**src/rtl/bcd_time_counter.sv**
```systemverilog
// BCD hh:mm:ss 24-hour timekeeper with synchronised 1 Hz input and minute/hour adjust.
// Optional hourly chime counter is built when CHIME_ENABLE_EN is defined.
module bcd_time_counter #(
    parameter int unsigned SYNC_STAGES = 2,
    parameter int unsigned CHIME_LEN   = 4
) (
    input  logic       CLK_12,
    input  logic       nCR,
    input  logic       EN,
    input  logic       CP_1Hz,
    input  logic       Adj_Min,
    input  logic       Adj_Hour,
    output logic [7:0] Second,
    output logic [7:0] Minute,
    output logic [7:0] Hour,
    output logic       Tick,
    output logic       Chime
);

    logic [SYNC_STAGES-1:0] cp_sync;
    logic [SYNC_STAGES-1:0] min_sync;
    logic [SYNC_STAGES-1:0] hour_sync;
    logic                   cp_hist;
    logic                   min_hist;
    logic                   hour_hist;

    logic cp_edge;
    logic min_edge;
    logic hour_edge;
    logic tick_ev;
    logic sec_wrap;
    logic min_carry;
    logic min_step;
    logic hour_step;

    function automatic logic [7:0] bcd_inc(input logic [7:0] v, input logic [7:0] last);
        if (v == last)
            return '0;
        if (v[3:0] == 4'd9)
            return {v[7:4] + 4'd1, 4'd0};
        return {v[7:4], v[3:0] + 4'd1};
    endfunction

    always_ff @(posedge CLK_12 or negedge nCR) begin
        if (!nCR) begin
            cp_sync   <= '0;
            min_sync  <= '0;
            hour_sync <= '0;
            cp_hist   <= 1'b0;
            min_hist  <= 1'b0;
            hour_hist <= 1'b0;
        end else begin
            cp_sync   <= {cp_sync[SYNC_STAGES-2:0], CP_1Hz};
            min_sync  <= {min_sync[SYNC_STAGES-2:0], Adj_Min};
            hour_sync <= {hour_sync[SYNC_STAGES-2:0], Adj_Hour};
            cp_hist   <= cp_sync[SYNC_STAGES-1];
            min_hist  <= min_sync[SYNC_STAGES-1];
            hour_hist <= hour_sync[SYNC_STAGES-1];
        end
    end

    // A coincident Adj_Min edge absorbs the tick carry, so only one minute step
    // happens and the 59->00 wrap does not propagate into Hour.
    always_comb begin
        cp_edge   = cp_sync[SYNC_STAGES-1] & ~cp_hist;
        min_edge  = min_sync[SYNC_STAGES-1] & ~min_hist;
        hour_edge = hour_sync[SYNC_STAGES-1] & ~hour_hist;
        tick_ev   = cp_edge & EN;
        sec_wrap  = tick_ev & (Second == 8'h59);
        min_carry = sec_wrap & ~min_edge & (Minute == 8'h59);
        min_step  = sec_wrap | min_edge;
        hour_step = min_carry | hour_edge;
    end

    always_ff @(posedge CLK_12 or negedge nCR) begin
        if (!nCR) begin
            Second <= '0;
            Minute <= '0;
            Hour   <= '0;
            Tick   <= 1'b0;
        end else begin
            Tick <= tick_ev;
            if (tick_ev)
                Second <= bcd_inc(Second, 8'h59);
            if (min_step)
                Minute <= bcd_inc(Minute, 8'h59);
            if (hour_step)
                Hour <= bcd_inc(Hour, 8'h23);
        end
    end

`ifdef CHIME_ENABLE_EN
    logic [3:0] chime_cnt;
    logic [3:0] chime_next;

    always_comb begin
        chime_next = chime_cnt;
        if (min_carry)
            chime_next = 4'(CHIME_LEN);
        else if (tick_ev && chime_cnt != '0)
            chime_next = chime_cnt - 4'd1;
    end

    always_ff @(posedge CLK_12 or negedge nCR) begin
        if (!nCR) begin
            chime_cnt <= '0;
            Chime     <= 1'b0;
        end else begin
            chime_cnt <= chime_next;
            Chime     <= (chime_next != '0);
        end
    end
`else
    assign Chime = 1'b0;
`endif

endmodule
```
**config.mk**
```make
export PLATFORM = sky130hd
export DESIGN_NAME = bcd_time_counter
export DESIGN_NICKNAME = d
export VERILOG_FILES = /design/src/rtl/bcd_time_counter.sv
export SDC_FILE = /design/constraint.sdc
export NUM_CORES = 1
export LEC_CHECK = 0
export BUFFER_PORTS_ARGS = -buffer_cell sky130_fd_sc_hd__clkbuf_2
export CAP_MARGIN = 5
export CORE_ASPECT_RATIO = 0.7
export CORE_MARGIN = 1
export CORE_UTILIZATION = 48
export CTS_CLUSTER_SIZE = 24
export DETAILED_ROUTE_END_ITERATION = 10
export HOLD_SLACK_MARGIN = 0.06
export PLACE_DENSITY_LB_ADDON = 0.12
export SLEW_MARGIN = 0
export SYNTH_ARGS = -nofsm -noshare
export SYNTH_HDL_FRONTEND = slang
export SYNTH_SLANG_ARGS = --single-unit
export TNS_END_PERCENT = 1
```
**constraint.sdc**
```tcl
create_clock -name CLK_12 -period 1.7 [get_ports CLK_12]
set_clock_uncertainty 0.05 [all_clocks]
set_input_delay 0.085 -clock CLK_12 [delete_from_list [all_inputs] [get_ports CLK_12]]
set_output_delay 0.085 -clock CLK_12 [all_outputs]
set_load 0.005 [all_outputs]
```
== After elaboration in Yosys (flattened, before gate mapping) ==
Cells that the tools add are included.
Widths: inputs -> output; s select.
Word-level totals
  memories: 0
  register bits: 34
  input bits: 6
  output and inout port bits: 26
  word-level logic and storage cells: 71
  RAM bits: 0
  memory bits (read-only): 0
  bits in latches: 0
Operators by class
  $add $sub $neg: 6
  bitwise gates (word level): 13
  divide/modulo/power cells: 0
  equal/unequal tests: 6
  shift-type cells: 0
  magnitude comparators: 0
  reductions and logical operators: 6
  muxes and demuxes: 27
  multiply operators: 0
Operators with widths (count)
  $mux 8: 12
  $add 4x1->4 const B: 6
  $eq 8x7->1 const B: 2
  $mux 1: 15
  $eq 4x4->1 const B: 3
  $eq 8x6->1 const B: 1
  $and 1x1->1: 7
  $reduce_and 2->1: 3
  $reduce_bool 2->1: 3
  $not 1->1: 4
  $or 1x1->1: 2

== Longest topological paths before layout ==
Gate-level depths: netlist of run 1.
  depth in word-level cells: 12
  gate-level depth with buffers: 8
  mapped depth without buffers: 7

== Worst setup path after synthesis of run 1 ==
No wires, ideal clock.
  path kind: reg-to-reg
  from: register Minute[0]
  to: register Hour[6]
  path slack: -0.199 ns
  cell stages (with the launch flop): 7
  period minus slack after synthesis: 1.899 ns
  required time: 1.525 ns
  arrival time: 1.724 ns
  path buffers: 0
  setup time: 0.125 ns
  path through: dfrtp_1 ha_1 and3b_2 and3b_1 a32o_2 nand3_2 mux2_4
Between the ends
  cells in the longest elaborated chain, start to end: 4
Ends and longest elaborated chain
  start, declared: line 14  | output logic [7:0] Minute,
  start signal, assigned: line 86  | Minute <= bcd_inc(Minute, 8'h59);
  $eq 8x7->1: line 70  | min_carry = sec_wrap & ~min_edge & (Minute == 8'h59);
  $and 1x1->1: line 70
  $or 1x1->1: line 72  | hour_step = min_carry | hour_edge;
  $reduce_and 2->1 (no source line)
  end signal, assigned: line 88  | Hour <= bcd_inc(Hour, 8'h23);
  end, declared: line 15  | output logic [7:0] Hour,
No other way between the ends.
A chain may end at the register's enable or synchronous reset.

== Final worst setup path of run 1 ==
  from: register Minute[1]
  to: register Hour[3]
Between the ends
  cells in the longest elaborated chain, start to end: 3
Ends and longest elaborated chain (line)
  $eq 8x7->1: 70
  $and 1x1->1: 70
  $or 1x1->1: 72
No other way between the ends.

==> results of run 1 <==
==> cell usage in the layout (no fill, tap or decap), types with 2 or more instances in the layout <==
cell type	Yosys	routed
o31ai_1	3	3
dlygate4sd3_1	0	4
and3b_2	2	5
dfrtp_1	34	34
a21oi_1	4	4
nand3_1	3	3
nand2_2	0	2
inv_1	10	8
o21ai_2	0	3
inv_2	1	3
ha_4	0	2
clkbuf_8	0	6
nor2_1	7	7
mux2_2	3	3
ha_1	12	9
nand2_1	16	14
a21o_1	3	3
nor3_1	5	5
o21ai_1	0	6
buf_4	1	31
clkbuf_2	0	30
nand3b_1	3	3
o21ai_0	18	9
==> cells in the mapped netlist <==
master     number
dfrtp_1        34
o21ai_0        18
nand2_1        16
ha_1           12
inv_1          10
nor2_1          7
nor3_1          5
a21oi_1         4
a21o_1          3
and3b_1         3
mux2_2          3
nand3_1         3
nand3b_1        3
o31ai_1         3
and3b_2         2
nor2b_1         2
or3_1           2
a22o_1          1
a31oi_4         1
a32o_2          1
a32oi_1         1
and3_1          1
buf_2           1
buf_4           1
conb_1          1
inv_2           1
mux2_4          1
nand2b_1        1
nand2b_4        1
nand3_2         1
nand4_1         1
nand4bb_1       1
nor2_4          1
o22ai_1         1
o41ai_1         1
xnor2_1         1
==> worst min path at each step <==
stage	startpoint	endpoint	slack [ps]	cells past startpoint
after global placement	nCR	Minute[6]$_DFFE_PN0P_	-70	1
after global routing	nCR	Second[6]$_DFFE_PN0P_	180	2
final	nCR	Second[0]$_DFFE_PN0P_	160	2
after detailed placement	nCR	Minute[6]$_DFFE_PN0P_	-60	1
after CTS	nCR	Second[6]$_DFFE_PN0P_	160	2
after floorplan	nCR	Hour[0]$_DFFE_PN0P_	-260	0
==> routing by layer <==
layer | vias to the layer above | wire, um | share of wire (%) | GRT usage, %
met5 | - | 0 | 0 | 0
met4 | 0 | 57 | 1.7 | 9.804
met3 | 6 | 114 | 3.4 | 5.422
met2 | 25 | 1651 | 49 | 31.75
met1 | 612 | 1550 | 46 | 25.42
li1 | 659 | - | - | -
==> repair_timing <==
item / CTS / global route
hold buffers: 4 / 0
pin swaps: 8 / 6
setup buffers: 2 / 2
endpoints found under the setup margin: 11 / 13
endpoints found under the hold margin: 37 / 0
gates resized for setup: 10 / 17
==> power breakdown <==
part	internal (mW)	switching, mW	leakage (nW)	total (mW)
Sequential	1.02	0.213	0.421	1.24
Combinational	0.689	0.592	0.666	1.28
Clock	0.325	0.290	0.0472	0.615
==> flip-flops by register name (all words and copies together), names as in the netlist <==
signal     cells
Tick           1
min_sync       2
hour_hist      1
Hour           8
hour_sync      2
min_hist       1
cp_sync        2
cp_hist        1
Minute         8
Second         8
==> worst register-to-register path, stage by stage (launching register included) <==
cell and delay (ps):
dfrtp_1 380, inv_1 60, ha_2 160, and3b_2 190, and3b_2 210, a32oi_1 110, buf_4 160, or3_4 360
o21ai_2 60
==> area by class of cell <==
class	count	area share, %
clock inverters	2	0.5565
repair buffers	66	19.31
well taps	38	2.115
flip-flops and latches	34	37.84
inverters	11	1.836
clock buffers	6	3.673
multi-input cells	102	34.67
==> cell families (layout without fill, tap and decap cells) <==
kind of cell               after synthesis  in the layout  share of synthesized area [%]
adders and majority gates               12             12                          9.259
other                                    1              1                         0.2313
AOI/OAI and AO/OA                       34             34                          13.58
muxes                                    4              4                          3.009
buffers and inverters                   13             85                          3.318
xor gates and xnor gates                 1              1                         0.5402
and+or+nand+nor                         50             50                          17.59
DFF                                     34             34                          52.47
==> impl_metrics.tcl, run 1 <==
set metrics [dict create \
    status "finished with violations" \
    violations "negative setup slack" \
    worstRegToRegCells 8 \
    cts_buffer_depth 2 \
    vias 1302 \
    clk_pin_slew_worst_paths_ps 70 \
    final_antenna_net_count 0 \
    fin_crit_sh_pct 106.4 \
    finalSetupTns_ps -338.1 \
    crit_required_ps 1870 \
    cp-endpoint "Hour[3]$_DFFE_PN0P_" \
    synth_cell_type_count 36 \
    dpl_cell_area_sq_mm 0.002019 \
    reg2reg_from "Minute[1]$_DFFE_PN0P_" \
    crit_type "flip-flop to flip-flop" \
    path_cells "inv_1 -> ha_2 -> and3b_2 -> and3b_2 -> a32oi_1 -> buf_4 -> or3_4 -> o21ai_2" \
    r2r_end "Hour[3]$_DFFE_PN0P_" \
    regArea_sq_um 850.8 \
    antenna_found_initial 0 \
    areaGrowthSynthToFinish_pct 38.66 \
    syn-num-nets 167 \
    worst-path-max-fanout 5 \
    dp_hpwl_um 2435 \
    ioPinCount 32 \
    r2r_setup_slack_ps -110 \
    critPathCaptureType "flip-flop" \
    rsz0062_at_grt "yes" \
    nFillCells 247 \
    ys_seq_elements 34 \
    fin_crit_ps 1809 \
    slew_viol_final 0 \
    grt_pass1_wl_um 5354 \
    yosysWarningCount 0 \
    multi_input_area_sq_um 779.5 \
    leakage_nw 1.135 \
    die_area_sq_mm 0.003619 \
    cp_common_cell "and3b_2" \
    post_drt_wl_per_cell_um 13.02 \
    post_layout_nonfiller_instances 259 \
    start_util_pct 50.82 \
    power_mw 3.131 \
    drtIter0Drc 29 \
    core_area_sq_mm 0.003191 \
    setup_slack_ps -109.4 \
    grt_pass1_vias 1223 \
    grtUsageTotal_pct 19.96 \
    cts-root-buf "clkbuf_8" \
    cts_made_buffers 5 \
    cp.arrival_ps 1980 \
    design_area_sq_mm 0.002248 \
    cts.htree.levels 2 \
    yosysSeqAreaShare_pct 52.47 \
    netlist.area_leader.share_pct 52.47 \
    postRouteWirelength_um 3373 \
    setup_viol 5 \
    num_rows 17 \
    cp_top_family "simple AND/OR/NAND/NOR gates" \
    place_inst 243 \
    irDropWorstVdd_v 0.0009033 \
    grt_max_degree 14 \
    final_nets 238 \
    synth_area_leaders "dfrtp_1, ha_1, o21ai_0" \
    die_y_um 50.63 \
    dp_slack_ps -129.6 \
    critPathLaunchType "flip-flop" \
    layout-drive-gt1-share_pct 44.34 \
    synthCells 149 \
    avgViaCountPerCell 5.027 \
    cp-startpoint "Minute[1]$_DFFE_PN0P_" \
    whs_ps 155.9 \
    drtPass1Iterations 4 \
    synth_area_per_cell_sq_um 10.88 \
    placement.io_buffers 30 \
    slowest_delay_ps 380 \
    synth_top_area_cell "dfrtp_1" \
    cts_sinks 34 \
    place_congestion 0.8176 \
    hold_viol 0 \
    fmax_ghz 0.5527 \
    grt-ovfl-total 0 \
    drc 0 \
    cap_violations 0 \
    cp_slowest_cell "dfrtp_1" \
    hold_path.class "input port to asynchronous set/reset pin" \
    antenna_cells 0 \
    crit_buf_inv 2 \
    syn_area_sq_mm 0.001622 \
    die_x_um 71.47 \
    worstSkewPairLatency_ps 290 \
    tritoncts "built" \
    fin_util_pct 70.47 \
    path_depth 8 \
    powerDensity_mw_per_mm2 1393 \
]
No activity file was read; power rests on OpenSTA's default activity.
==> run 2: changes to the inputs <==
--- a/config.mk
+++ b/config.mk
@@ -7,9 +7,11 @@
 export LEC_CHECK = 0
 export BUFFER_PORTS_ARGS = -buffer_cell sky130_fd_sc_hd__clkbuf_2
 export CAP_MARGIN = 5
+export CELL_PAD_IN_SITES_DETAIL_PLACEMENT = 0
+export CELL_PAD_IN_SITES_GLOBAL_PLACEMENT = 1
 export CORE_ASPECT_RATIO = 0.7
 export CORE_MARGIN = 1
-export CORE_UTILIZATION = 48
+export CORE_UTILIZATION = 38
 export CTS_CLUSTER_SIZE = 24
 export DETAILED_ROUTE_END_ITERATION = 10
 export HOLD_SLACK_MARGIN = 0.06
==> run 2 against run 1 <==
Net effect: the run still ends with negative setup slack left; clock power rose by 11%; global-route usage down 2.6 points; final cell count is 4.6% higher; wire length is 3.2% lower; sequential power shrank 3%; clock-buffer cell count grew 2; die area grew 25%; worst setup slack improved by 32 ps; hold slack better by 140 ps; highest routed layer unchanged.
==> impl_metrics.tcl, run 2 (synthesis gave the netlist of run 1 again) <==
set metrics [dict create \
    status "finished with violations" \
    violations "negative setup slack" \
    crit_type "flip-flop to flip-flop" \
    design_area_sq_mm 0.002235 \
    final_common_cell "dfrtp_1" \
    setup_viol 6 \
    num_rows 19 \
    layout_common_cells "dfrtp_1, clkbuf_2, buf_4" \
    grt_pass1_vias 1315 \
    fin_crit_sh_pct 104.6 \
    antenna_cells 0 \
    areaGrowthSynthToFinish_pct 37.81 \
    drt-met1-wl_um 1668 \
    highest_layer "met4" \
    cp_slowest_cell "dfrtp_1" \
    nFillCells 385 \
    cp_common_cell "and3b_2" \
    tritoncts "built" \
    antenna_found_initial 0 \
    start_util_pct 40.60 \
    irDropWorstVdd_v 0.0008312 \
    crit_required_ps 1820 \
    rsz0062_at_grt "yes" \
    slowest_delay_ps 380 \
    cts_buffer_depth 2 \
    drc 0 \
    grt_pass1_wl_um 5823 \
    fmax_ghz 0.5626 \
    leakage_nw 1.120 \
    cts.htree.levels 2 \
    dp_hpwl_um 2441 \
    cts-root-buf "clkbuf_8" \
    core_area_sq_mm 0.003994 \
    ioPinCount 32 \
    crit_buf_inv 0 \
    hold_path.class "input port to flip-flop" \
    regArea_sq_um 850.8 \
    slew_viol_final 0 \
    die_y_um 56.66 \
    dp_slack_ps -130.0 \
    r2r_setup_slack_ps -80 \
    reg_top3 "Hour: 8 flops, Minute: 8 flops, Second: 8 flops" \
    powerDensity_mw_per_mm2 1420 \
    die_area_sq_mm 0.004537 \
    drtPass1Iterations 4 \
    post_drt_wl_per_cell_um 12.05 \
    whs_ps 295.4 \
    grt_max_degree 35 \
    dr_wl_met3_um 157 \
    post_layout_nonfiller_instances 271 \
    final_nets 236 \
    place_congestion 0.8228 \
    cts_sinks 34 \
    vias 1331 \
    die_x_um 80.08 \
    placement.io_buffers 30 \
    critPathLaunchType "flip-flop" \
    path_cells "ha_2 -> and3b_2 -> and3b_2 -> a32o_2 -> nand3_2 -> mux2_4" \
    grt-ovfl-total 0 \
    postRouteWirelength_um 3265 \
    grtUsageTotal_pct 17.39 \
    cp.arrival_ps 1900 \
    drtIter0Drc 35 \
    cp_top_family "simple AND/OR/NAND/NOR gates" \
    layout-drive-gt1-share_pct 41.10 \
    met2WireLength_um 1357 \
    dpl_cell_area_sq_mm 0.002044 \
    cap_violations 0 \
    cts_made_buffers 5 \
    multi_input_area_sq_um 748.2 \
    clk_pin_slew_worst_paths_ps 70 \
    avgViaCountPerCell 4.911 \
    hold_viol 0 \
    setup_slack_ps -77.38 \
    final_antenna_net_count 0 \
    worstSkewPairLatency_ps 280 \
    critPathCaptureType "flip-flop" \
    place_inst 258 \
    fin_crit_ps 1777 \
    worst-path-max-fanout 2 \
]
run 2: changes by cell type in the layout (fill, tap and decap cells not counted), sizes merged:
cell | before | now
buf | 32 | 30
clkbuf | 36 | 38
clkinv | 1 | 0
clkinvlp | 1 | 0
run 2: worst paths after layout:
path | startpoint | end | depth (start not counted)
max in group asynchronous | nCR | Second[4]$_DFFE_PN0P_ | 3
min | EN | Tick$_DFF_PN0_ | 4
max reg2reg | Minute[0]$_DFFE_PN0P_ | Hour[6]$_DFFE_PN0P_ | 6
max | Minute[0]$_DFFE_PN0P_ | Hour[6]$_DFFE_PN0P_ | 6
min reg2reg | min_sync[0]$_DFF_PN0_ | min_sync[1]$_DFF_PN0_ | 0
min in group asynchronous | nCR | Minute[3]$_DFFE_PN0P_ | 3
run 2: final cells by class:
cell class / instances / area share [%]
multi-input cells: 102 / 33.48
well taps: 52 / 2.912
repair buffers: 64 / 18.76
clock buffers: 8 / 4.927
inverters: 11 / 1.848
flip-flops and latches: 34 / 38.07
run 2: per-layer routing:
layer	GRT usage, %	vias up
met3	5.041	11
met4	8.929	0
li1	-	660
met5	0	-
met2	26.01	34
met1	22.90	626
run 2: stage by stage:
step | setup TNS, ps | utilization [%] | total power [mW]
2_1_floorplan | -223.3 | - | 1.765
3_3_place_gp | -299.6 | 51.19 | 2.388
3_5_place_dp | -636.2 | 51.19 | 2.448
4_1_cts | -177.8 | 55.36 | 3.167
5_1_grt | -1205 | 55.95 | 3.444
6_report | -194.3 | 55.95 | 3.173
run 2: where the power goes:
group | switching (mW) | leakage, nW | internal [mW] | total [mW]
Combinational | 0.595 | 0.641 | 0.689 | 1.28
Sequential | 0.181 | 0.421 | 1.02 | 1.20
Clock | 0.276 | 0.0575 | 0.409 | 0.685
run 2: timing repair:
item	4_1_cts	5_1_grt
hold buffers	4	0
gates cloned	0	0
pin swaps	9	1
resized for setup	6	14
endpoints found under the setup margin	9	16
hold endpoints to repair	37	0
setup buffers	1	0
run 2: worst register-to-register path: stages, from the launching register on:
cell,delay [ps]
dfrtp_1,380
ha_2,190
and3b_2,200
and3b_2,220
a32o_2,270
nand3_2,70
mux2_4,290
==> run 3: changes to the inputs <==
--- a/config.mk
+++ b/config.mk
@@ -16,6 +16,7 @@
 export DETAILED_ROUTE_END_ITERATION = 10
 export HOLD_SLACK_MARGIN = 0.06
 export PLACE_DENSITY_LB_ADDON = 0.12
+export SETUP_SLACK_MARGIN = 0.2
 export SLEW_MARGIN = 0
 export SYNTH_ARGS = -nofsm -noshare
 export SYNTH_HDL_FRONTEND = slang
==> run 3 against run 2 <==
Net effect: the run still ends with negative setup slack left; core utilization increased by 1.4 points; first-iteration DRC count increased by 14%; clock-buffer cell count unchanged; global-route usage increased by 0.28 points; hold slack improved by 1.2 ps; register-to-register slack about the same; sequential power about the same; combinational power increased by 9%; power increased by 3.8%; wire length increased by 4.4%; fmax decreased by 0.61%; critical path type unchanged; largest power group unchanged.
==> impl_metrics.tcl, run 3 (synthesis gave the netlist of run 1 again) <==
set metrics [dict create \
    fin_util_pct 57.39 \
    slew_viol_final 0 \
    setup_slack_ps -88.28 \
    grt_max_degree 35 \
    power_mw 3.292 \
    finalSetupTns_ps -262.5 \
    die_x_um 80.08 \
    num_rows 19 \
    irDropWorstVdd_v 0.0008374 \
    dp_slack_ps -130.0 \
    cts_sinks 34 \
    cts_buffer_depth 2 \
    cp_slowest_cell "dfrtp_1" \
    powerDensity_mw_per_mm2 1436 \
    die_y_um 56.66 \
    final_common_cell "dfrtp_1" \
    cts.htree.levels 2 \
    fmax_ghz 0.5592 \
    slowest_delay_ps 380 \
    rsz0062_at_grt "yes" \
    crit_required_ps 1820 \
    cts-root-buf "clkbuf_8" \
    clk_pin_slew_worst_paths_ps 70 \
    place_congestion 0.8228 \
    place_inst 258 \
    hold_viol 0 \
    start_util_pct 40.60 \
    antenna_found_initial 0 \
    drtPass1Iterations 4 \
    tritoncts "built" \
    cts_made_buffers 5 \
    path_cells "ha_2 -> and3b_2 -> and3b_2 -> a32o_2 -> nand3_2 -> mux2_4" \
    cp.arrival_ps 1910 \
    fin_crit_ps 1788 \
    reg_top3 "Hour: 8 flops, Minute: 8 flops, Second: 8 flops" \
    areaGrowthSynthToFinish_pct 41.36 \
    core_area_sq_mm 0.003994 \
    grt-ovfl-total 0 \
    postRouteWirelength_um 3408 \
    drc 0 \
    placement.io_buffers 30 \
    violations "negative setup slack" \
    antenna_cells 0 \
    grtUsageTotal_pct 17.67 \
    cp_common_cell "and3b_2" \
    grt_pass1_vias 1328 \
    fin_crit_sh_pct 105.2 \
    drtIter0Drc 40 \
    layout-drive-gt1-share_pct 43.38 \
    grt_pass1_wl_um 5913 \
    post_layout_nonfiller_instances 271 \
    final_nets 236 \
    setup_viol 6 \
    critPathLaunchType "flip-flop" \
    worst-path-max-fanout 2 \
    whs_ps 296.6 \
    leakage_nw 1.133 \
    final_antenna_net_count 0 \
    ioPinCount 32 \
    dpl_cell_area_sq_mm 0.002044 \
    critPathCaptureType "flip-flop" \
    cap_violations 0 \
    dp_hpwl_um 2441 \
    crit_type "flip-flop to flip-flop" \
    status "finished with violations" \
    post_drt_wl_per_cell_um 12.58 \
    design_area_sq_mm 0.002292 \
    layout_common_cells "dfrtp_1, clkbuf_2, buf_4" \
    hold_path.class "input port to flip-flop" \
    worstSkewPairLatency_ps 280 \
    vias 1348 \
    die_area_sq_mm 0.004537 \
    avgViaCountPerCell 4.974 \
]
run 3: cell types whose count changed in the layout (fill, tap and decap cells not counted), moves of 2 or more:
cell     change
o21ai_0      -2
buf_6        +3
o21ai_1      +2
nor3_2       +2
buf_4        -3
nor3_1       -3
run 3: worst paths after layout:
path	from	endpoint	slack [ps]	cells past startpoint
min in group asynchronous	nCR	Minute[3]$_DFFE_PN0P_	310	3
hold / removal	EN	Tick$_DFF_PN0_	300	4
hold reg to reg	min_sync[0]$_DFF_PN0_	min_sync[1]$_DFF_PN0_	300	0
setup reg to reg	Minute[0]$_DFFE_PN0P_	Hour[6]$_DFFE_PN0P_	-90	6
setup / recovery	Minute[0]$_DFFE_PN0P_	Hour[6]$_DFFE_PN0P_	-90	6
max in group asynchronous	nCR	Second[4]$_DFFE_PN0P_	980	3
run 3: area by class of cell:
cell class	count	area, sq um
tap	52	65.06
fill	382	1702
sequential	34	850.8
inverter	11	41.29
multi-input combinational	102	794.5
timing repair buffer	64	430.4
clock buffer	8	110.1
run 3: worst max-delay path: cells and delay by family, from the launching register on:
family                     cells  cell delay (ps)
and+or+nand+nor                3              500
DFF                            1              380
muxes                          1              290
AOI/OAI and AO/OA              1              270
adders and majority gates      1              190
run 3: timing repair:
action | 4_1_cts | 5_1_grt
gates resized for setup | 8 | 26
endpoints found under the hold margin | 37 | 0
pin swaps | 11 | 8
hold buffers | 4 | 0
endpoints found under the setup margin | 18 | 20
buffers inserted | 1 | 0
run 3: per-layer routing:
layer | wire length (um) | GRT usage (%) | share of wire [%]
met5 | 0 | 0 | 0
met4 | 81 | 8.673 | 2.4
met3 | 171 | 5.041 | 5.0
met2 | 1424 | 26.98 | 42
met1 | 1731 | 23.00 | 51
run 3: power breakdown:
part | total [mW] | switching (mW) | internal (mW) | leakage, nW
clock | 0.685 | 0.276 | 0.409 | 0.0575
sequential | 1.20 | 0.181 | 1.02 | 0.421
combinational | 1.40 | 0.663 | 0.741 | 0.654
total | 3.29 | 1.12 | 2.17 | 1.13
